`src/rtl/imem_loader_pkg.sv`:
```
// Shared constants and state encoding for the boot-time instruction memory loader.
// The RECV_CSUM encoding is only reached when IMEM_LOADER_CHECKSUM_EN is defined.
package imem_loader_pkg;

    localparam int INSTR_W   = 16;
    localparam int ADDR_W    = 8;
    localparam int MEM_DEPTH = 256;

    typedef enum logic [2:0] {
        IDLE      = 3'd0,
        RECV_HI   = 3'd1,
        RECV_LO   = 3'd2,
        WRITE     = 3'd3,
        DONE      = 3'd4,
        ERROR     = 3'd5,
        RECV_CSUM = 3'd6
    } state_e;

endpackage

```
`src/rtl/imem_loader_if.sv`:
```
// Host byte stream plus instruction memory write port of the loader.
// The loader is the slave; the host/memory side is the master.
interface imem_loader_if
    import imem_loader_pkg::*;
#(
    parameter int INSTR_WIDTH = INSTR_W,
    parameter int ADDR_WIDTH  = ADDR_W
);

    logic                   in_valid;
    logic [7:0]             in_data;
    logic                   in_ready;
    logic                   imem_we;
    logic [ADDR_WIDTH-1:0]  imem_addr;
    logic [INSTR_WIDTH-1:0] imem_wdata;

    modport master (
        output in_valid, in_data,
        input  in_ready, imem_we, imem_addr, imem_wdata
    );

    modport slave (
        input  in_valid, in_data,
        output in_ready, imem_we, imem_addr, imem_wdata
    );

endinterface

```
`src/rtl/imem_loader_byte_rx.sv`:
```
// Valid/ready byte capture and high/low word assembly for the loader.
// With IMEM_LOADER_CHECKSUM_EN it also keeps the running XOR of data bytes.
module imem_loader_byte_rx
    import imem_loader_pkg::*;
#(
    parameter int INSTR_WIDTH = INSTR_W
) (
    input  logic                   clk_i,
    input  logic                   rst_ni,
    input  logic                   hi_en_i,
    input  logic                   lo_en_i,
`ifdef IMEM_LOADER_CHECKSUM_EN
    input  logic                   csum_en_i,
    input  logic                   clear_i,
    output logic                   csum_ok_o,
`endif
    input  logic                   in_valid_i,
    input  logic [7:0]             in_data_i,
    output logic                   in_ready_o,
    output logic                   accept_o,
    output logic [INSTR_WIDTH-1:0] wdata_o
);

    logic [7:0]             hi_q, hi_d;
    logic [INSTR_WIDTH-1:0] wdata_q, wdata_d;

`ifdef IMEM_LOADER_CHECKSUM_EN
    logic [7:0] csum_q, csum_d;

    assign in_ready_o = hi_en_i | lo_en_i | csum_en_i;
    assign csum_ok_o  = (in_data_i == csum_q);

    // The checksum covers data bytes only, never the checksum byte itself.
    always_comb begin
        csum_d = csum_q;
        if (clear_i)
            csum_d = 8'h00;
        else if (accept_o && (hi_en_i || lo_en_i))
            csum_d = csum_q ^ in_data_i;
    end

    always_ff @(posedge clk_i or negedge rst_ni) begin
        if (!rst_ni)
            csum_q <= 8'h00;
        else
            csum_q <= csum_d;
    end
`else
    assign in_ready_o = hi_en_i | lo_en_i;
`endif

    assign accept_o = in_valid_i & in_ready_o;
    assign wdata_o  = wdata_q;

    always_comb begin
        hi_d    = hi_q;
        wdata_d = wdata_q;
        if (accept_o && hi_en_i)
            hi_d = in_data_i;
        if (accept_o && lo_en_i)
            wdata_d = INSTR_WIDTH'({hi_q, in_data_i});
    end

    always_ff @(posedge clk_i or negedge rst_ni) begin
        if (!rst_ni) begin
            hi_q    <= 8'h00;
            wdata_q <= '0;
        end else begin
            hi_q    <= hi_d;
            wdata_q <= wdata_d;
        end
    end

endmodule

```
`src/rtl/imem_loader.sv`:
```
// Boot loader: streams host bytes into instruction memory, then releases the CPU via cpu_run.
// Define IMEM_LOADER_CHECKSUM_EN to require a trailing XOR checksum byte per session.
module imem_loader
    import imem_loader_pkg::*;
#(
    parameter int INSTR_WIDTH = INSTR_W,
    parameter int ADDR_WIDTH  = ADDR_W,
    parameter int DEPTH       = MEM_DEPTH
) (
    input  logic                clock,
    input  logic                reset,
    input  logic                load_start,
    input  logic [ADDR_WIDTH:0] load_count,
    imem_loader_if.slave        bus,
    output logic                busy,
    output logic                cpu_run,
    output logic                load_error
);

    localparam logic [ADDR_WIDTH:0] DEPTH_L = (ADDR_WIDTH+1)'(DEPTH);

`ifdef IMEM_LOADER_CHECKSUM_EN
    localparam state_e AFTER_LAST = RECV_CSUM;
    logic csum_ok;
`else
    localparam state_e AFTER_LAST = DONE;
`endif

    state_e                 state_q;
    logic [ADDR_WIDTH-1:0]  addr_q;
    logic [ADDR_WIDTH:0]    count_q;
    logic                   accept;
    logic                   start_ok;
    logic                   last_word;
    logic [INSTR_WIDTH-1:0] wdata;

    // A new session may only begin while no transfer is in flight.
    assign start_ok  = load_start &&
                       (state_q == IDLE || state_q == DONE || state_q == ERROR);
    assign last_word = ({1'b0, addr_q} == (count_q - 1'b1));

    imem_loader_byte_rx #(
        .INSTR_WIDTH (INSTR_WIDTH)
    ) u_byte_rx (
        .clk_i      (clock),
        .rst_ni     (reset),
        .hi_en_i    (state_q == RECV_HI),
        .lo_en_i    (state_q == RECV_LO),
`ifdef IMEM_LOADER_CHECKSUM_EN
        .csum_en_i  (state_q == RECV_CSUM),
        .clear_i    (start_ok),
        .csum_ok_o  (csum_ok),
`endif
        .in_valid_i (bus.in_valid),
        .in_data_i  (bus.in_data),
        .in_ready_o (bus.in_ready),
        .accept_o   (accept),
        .wdata_o    (wdata)
    );

    assign bus.imem_we    = (state_q == WRITE);
    assign bus.imem_addr  = addr_q;
    assign bus.imem_wdata = wdata;
    assign busy           = (state_q == RECV_HI) || (state_q == RECV_LO) ||
                            (state_q == WRITE)   || (state_q == RECV_CSUM);
    assign cpu_run        = (state_q == DONE);
    assign load_error     = (state_q == ERROR);

    always_ff @(posedge clock or negedge reset) begin
        if (!reset) begin
            state_q <= IDLE;
            addr_q  <= '0;
            count_q <= '0;
        end else begin
            case (state_q)
                IDLE, DONE, ERROR: begin
                    if (start_ok) begin
                        count_q <= load_count;
                        addr_q  <= '0;
                        if (load_count == '0)
                            state_q <= AFTER_LAST;
                        else if (load_count > DEPTH_L)
                            state_q <= ERROR;
                        else
                            state_q <= RECV_HI;
                    end
                end
                RECV_HI: if (accept) state_q <= RECV_LO;
                RECV_LO: if (accept) state_q <= WRITE;
                WRITE: begin
                    if (last_word) begin
                        state_q <= AFTER_LAST;
                    end else begin
                        addr_q  <= addr_q + 1'b1;
                        state_q <= RECV_HI;
                    end
                end
`ifdef IMEM_LOADER_CHECKSUM_EN
                RECV_CSUM: if (accept) state_q <= csum_ok ? DONE : ERROR;
`endif
                default: state_q <= IDLE;
            endcase
        end
    end

endmodule

```
`src/flat_wrapper.sv`:
```
// flat-port wrapper written by rule: the top's interface ports become plain ports
module imem_loader_flat import imem_loader_pkg::*;
#(
    parameter int INSTR_WIDTH = INSTR_W,
    parameter int ADDR_WIDTH  = ADDR_W,
    parameter int DEPTH       = MEM_DEPTH
)
  (clock, reset, load_start, load_count, busy, cpu_run, load_error, bus_in_valid, bus_in_data, bus_in_ready, bus_imem_we, bus_imem_addr, bus_imem_wdata);
  imem_loader_if #(.INSTR_WIDTH(INSTR_WIDTH), .ADDR_WIDTH(ADDR_WIDTH)) bus_i ();
  input  logic clock;
  input  logic reset;
  input  logic load_start;
  input  logic [ADDR_WIDTH:0] load_count;
  output logic busy;
  output logic cpu_run;
  output logic load_error;
  input wire logic [$bits(bus_i.in_valid)-1:0] bus_in_valid;
  input wire logic [$bits(bus_i.in_data)-1:0] bus_in_data;
  output wire logic [$bits(bus_i.in_ready)-1:0] bus_in_ready;
  output wire logic [$bits(bus_i.imem_we)-1:0] bus_imem_we;
  output wire logic [$bits(bus_i.imem_addr)-1:0] bus_imem_addr;
  output wire logic [$bits(bus_i.imem_wdata)-1:0] bus_imem_wdata;
  assign bus_i.in_valid = bus_in_valid;
  assign bus_i.in_data = bus_in_data;
  assign bus_in_ready = bus_i.in_ready;
  assign bus_imem_we = bus_i.imem_we;
  assign bus_imem_addr = bus_i.imem_addr;
  assign bus_imem_wdata = bus_i.imem_wdata;
  imem_loader #(.INSTR_WIDTH(INSTR_WIDTH), .ADDR_WIDTH(ADDR_WIDTH), .DEPTH(DEPTH)) u_core (.clock(clock), .reset(reset), .load_start(load_start), .load_count(load_count), .bus(bus_i), .busy(busy), .cpu_run(cpu_run), .load_error(load_error));
endmodule
```
`config.mk`:
```
export PLATFORM = sky130hd
export DESIGN_NAME = imem_loader_flat
export DESIGN_NICKNAME = d
export VERILOG_FILES = /design/src/rtl/imem_loader_pkg.sv /design/src/rtl/imem_loader_if.sv /design/src/rtl/imem_loader_byte_rx.sv /design/src/rtl/imem_loader.sv /design/src/flat_wrapper.sv
export SDC_FILE = /design/constraint.sdc
export NUM_CORES = 1
export LEC_CHECK = 0
export ABC_AREA = 1
export CAP_MARGIN = 20
export CORE_ASPECT_RATIO = 0.9
export CORE_MARGIN = 4
export CORE_UTILIZATION = 45
export CTS_CLUSTER_SIZE = 40
export DETAILED_ROUTE_END_ITERATION = 6
export PLACE_DENSITY_LB_ADDON = 0.15
export SLEW_MARGIN = 20
export SYNTH_ARGS = -nofsm -noshare
export SYNTH_HDL_FRONTEND = slang
export SYNTH_HIERARCHICAL = 1
export SYNTH_SLANG_ARGS = --single-unit
```
`constraint.sdc`:
```
create_clock -name clock -period 5.2 [get_ports clock]
set_input_delay 0.78 -clock clock [delete_from_list [all_inputs] [get_ports clock]]
set_output_delay 0.78 -clock clock [all_outputs]
set_load 0.005 [all_outputs]
```
==> impl_metrics.py <==
metrics = {
    "clock_network": {
        "cts-root-buf": "clkbuf_8",
        "postCtsHoldBufs": 0,
        "h-tree-depth": 2,
        "clock_path_buffers": 2,
        "clkTransAtPathRegs_ns": 0.09,
        "cts_buffers": 5,
        "cts.sinks": 44,
        "ctsResizeCount": 0,
        "cts_tree": "yes",
        "post-cts-setup-buffers": 0,
        "insertion_delay_ns": 0.31,
    },
    "power_and_ir_drop": {
        "clkPwrFrac": 0.164,
        "p_int_mw": 0.970,
        "ir_drop_mv": 0.280,
        "power_switching_mw": 0.679,
        "p_comb_frac": 0.477,
        "power_frac_seq": 0.358,
        "switching_share": 0.412,
        "power_density_mw_per_mm2": 531,
        "leakagePower_nw": 1.56,
        "report.power.total_mw": 1.65,
    },
    "routing": {
        "drtAntennaViolNets": 0,
        "first_pass_iters": 4,
        "routed_via_density": 4.88,
        "drt-total-wl_um": 5350,
        "wl_per_cell_um": 11.9,
        "num_vias": 2190,
        "drtIter0Drc": 132,
        "drc_errors": 0,
    },
    "layout": {
        "fillCellCount": 531,
        "layout.nets": 405,
        "final_cell_area_sq_mm": 0.00310,
        "fin_util": 0.584,
        "area_growth_syn_to_layout_pct": 24.6,
        "insertedDiodeCount": 0,
        "seq_area_sq_mm": 0.00110,
        "final_cells": 449,
        "layout-drive-gt1-share": 0.0707,
        "multi_input_area_sq_mm": 0.00116,
    },
    "global_route": {
        "grt_pass1_vias": 1969,
        "antenna_found_initial": 0,
        "overflow": 0,
        "grt_util_all_layers": 0.169,
        "grt_max_degree": 45,
        "grt_pass1_wl_um": 9190,
    },
    "logic_synthesis": {
        "yosysWarnings": 6,
        "ys_ff_latch": 44,
        "avgSynthCellArea_sq_um": 7.39,
        "synth_fp_nets": 361,
        "seq_area_frac_synth": 0.442,
        "synth-adder-area-share": 0.0151,
        "synth_top_family_by_area": "simple AND/OR/NAND/NOR gates",
        "synthXorXnorAreaFrac": 0.0141,
        "synth_area_sq_mm": 0.00249,
        "synth_mux_area_frac": 0,
        "synth-compound-area-share": 0.0362,
        "synthCells": 337,
        "synth_simple_gate_area_frac": 0.398,
        "ys_types": 31,
    },
    "timing": {
        "hold_viol": 0,
        "rsz0062_at_grt": "false",
        "fin_setup_tns_ns": 0,
        "maxSlewViolCount": 0,
        "tightest_slew_ns": 0.923,
        "setup_viol": 0,
        "slew_headroom": 0.383,
        "timing.final.crit_share": 0.640,
        "holdWs_ns": 0.444,
        "fin_ws_ns": 1.87,
        "period_minus_slack_ns": 3.33,
        "fmax_ghz": 0.300,
        "skew_ns": 0.00909,
    },
    "min_path": {
        "hp-class": "input port to async pin",
    },
    "floorplanning": {
        "die_h_um": 78.6,
        "ios": 50,
        "initial_core_util": 0.468,
        "die_x_um": 86.4,
        "num_rows": 25,
        "dieArea_sq_mm": 0.00679,
        "core_sq_mm": 0.00532,
    },
    "placed_design": {
        "gp_congestion": 0.774,
        "place_area_sq_mm": 0.00299,
        "place_ws_ns": 2.23,
        "hpwl_um": 3880,
        "placed_cells": 441,
        "port_buffers": 49,
    },
    "critical_path": {
        "path_class": "flip-flop to primary output",
        "critPathSlowestCell": "nor2_1",
        "end_kind": "primary output",
        "start_kind": "flip-flop",
        "cp_slowest_stage_delay_ns": 0.55,
        "cp_common_cell": "inv_1",
        "path_cells": "inv_1, nor2_1, inv_1, nor2_1, inv_1, nand2_8, clkdlybuf4s50_1",
        "cp.arrival_ns": 2.55,
        "crit_fanout": 27,
        "crit_required_ns": 4.42,
    },
    "run": {
        "max_cap_violations": 0,
    },
    "run_status": {
        "status": "finished clean",
    },
}
flip-flops by register name, summed over array words and instances, names as in the netlist:
name                      count
u_core/bus.imem_addr          8
u_core/count_q                9
u_core/state_q                3
u_core/u_byte_rx/hi_q         8
u_core/u_byte_rx/wdata_o     16
synth_stat cells (all sizes together):
| cell type | n | share of area |
|---|---|---|
| or2 | 2 | 0.0050 |
| nor4 | 1 | 0.0025 |
| clkbuf | 1 | 0.0015 |
| xnor2 | 1 | 0.0035 |
| o21ai | 13 | 0.026 |
| buf | 12 | 0.033 |
| ha | 3 | 0.015 |
| nor3 | 1 | 0.0020 |
| nand2 | 132 | 0.21 |
| nor3b | 1 | 0.0030 |
| a21oi | 1 | 0.0020 |
| inv | 40 | 0.060 |
| o22ai | 2 | 0.0050 |
| nor2 | 27 | 0.047 |
| nand3 | 21 | 0.049 |
| nand3b | 2 | 0.0060 |
| dfrtp | 44 | 0.44 |
| nand4 | 29 | 0.073 |
| xor2 | 3 | 0.011 |
| o21a | 1 | 0.0030 |
layer usage:
metal	vias to the layer above	routed length, um	track usage	share of wire
met3	5	398	0.0367	0.074
met4	0	35	0.0607	0.0065
met1	966	2750	0.254	0.51
li1	1164	-	-	-
met5	-	0	0	0
met2	55	2170	0.236	0.40
worst paths after layout:
kind | startpoint | to | slack [ns] | depth (start not counted)
worst max register to register | u_core/state_q[0] | u_core/u_byte_rx/wdata_o[15] | 2.98 | 9
worst min-delay path | reset | u_core/bus.imem_addr[3] | 0.44 | 1
worst max-delay path | u_core/state_q[0] | bus_in_ready | 1.87 | 7
min in group clock | u_core/u_byte_rx/wdata_o[5] | u_core/u_byte_rx/wdata_o[5] | 0.47 | 2
max in group asynchronous | reset | u_core/count_q[5] | 4.36 | 1
worst min register to register | u_core/u_byte_rx/wdata_o[5] | u_core/u_byte_rx/wdata_o[5] | 0.47 | 2
layout by cell type, fill, tap and decap left out, drive strengths merged, types with 5 or more instances in the layout:
cell type	Yosys	layout
nor2	27	27
nand3	21	21
dfrtp	44	44
o21ai	13	13
nand4	29	29
clkdlybuf4s50	0	48
clkbuf	1	5
nand2	132	132
inv	40	41
critical path: cells and delay by family (launching register included):
kind / cells / cell delay (ns)
flip-flops: 1 / 0.41
buffers and inverters: 4 / 0.93
AND/OR/NAND/NOR: 3 / 0.90
cell type report:
cell class / instances / share of cell area
clock inverter: 3 / 0.0149
inverter: 40 / 0.0484
tap: 67 / 0.0270
sequential: 44 / 0.355
multi-input combinational: 240 / 0.373
timing repair buffer: 50 / 0.160
clock buffer: 5 / 0.0222
kinds of logic after synthesis:
kind of cell             Yosys count
AO/OA/AOI/OAI                     17
buffers and inverters             53
adder cells (fa/ha/maj)            3
XOR/XNOR                           4
AND/OR/NAND/NOR                  216
flip-flops                        44
power by group through the flow:
stage,combinational (mW),clock (mW),sequential [mW]
6_report,0.788,0.271,0.591
5_1_grt,0.906,0.293,0.615
4_1_cts,0.795,0.282,0.591
3_5_place_dp,0.792,0,0.597
3_3_place_gp,0.774,0,0.593
2_1_floorplan,0.528,0,0.583
Power figures use the tool's default switching activity.
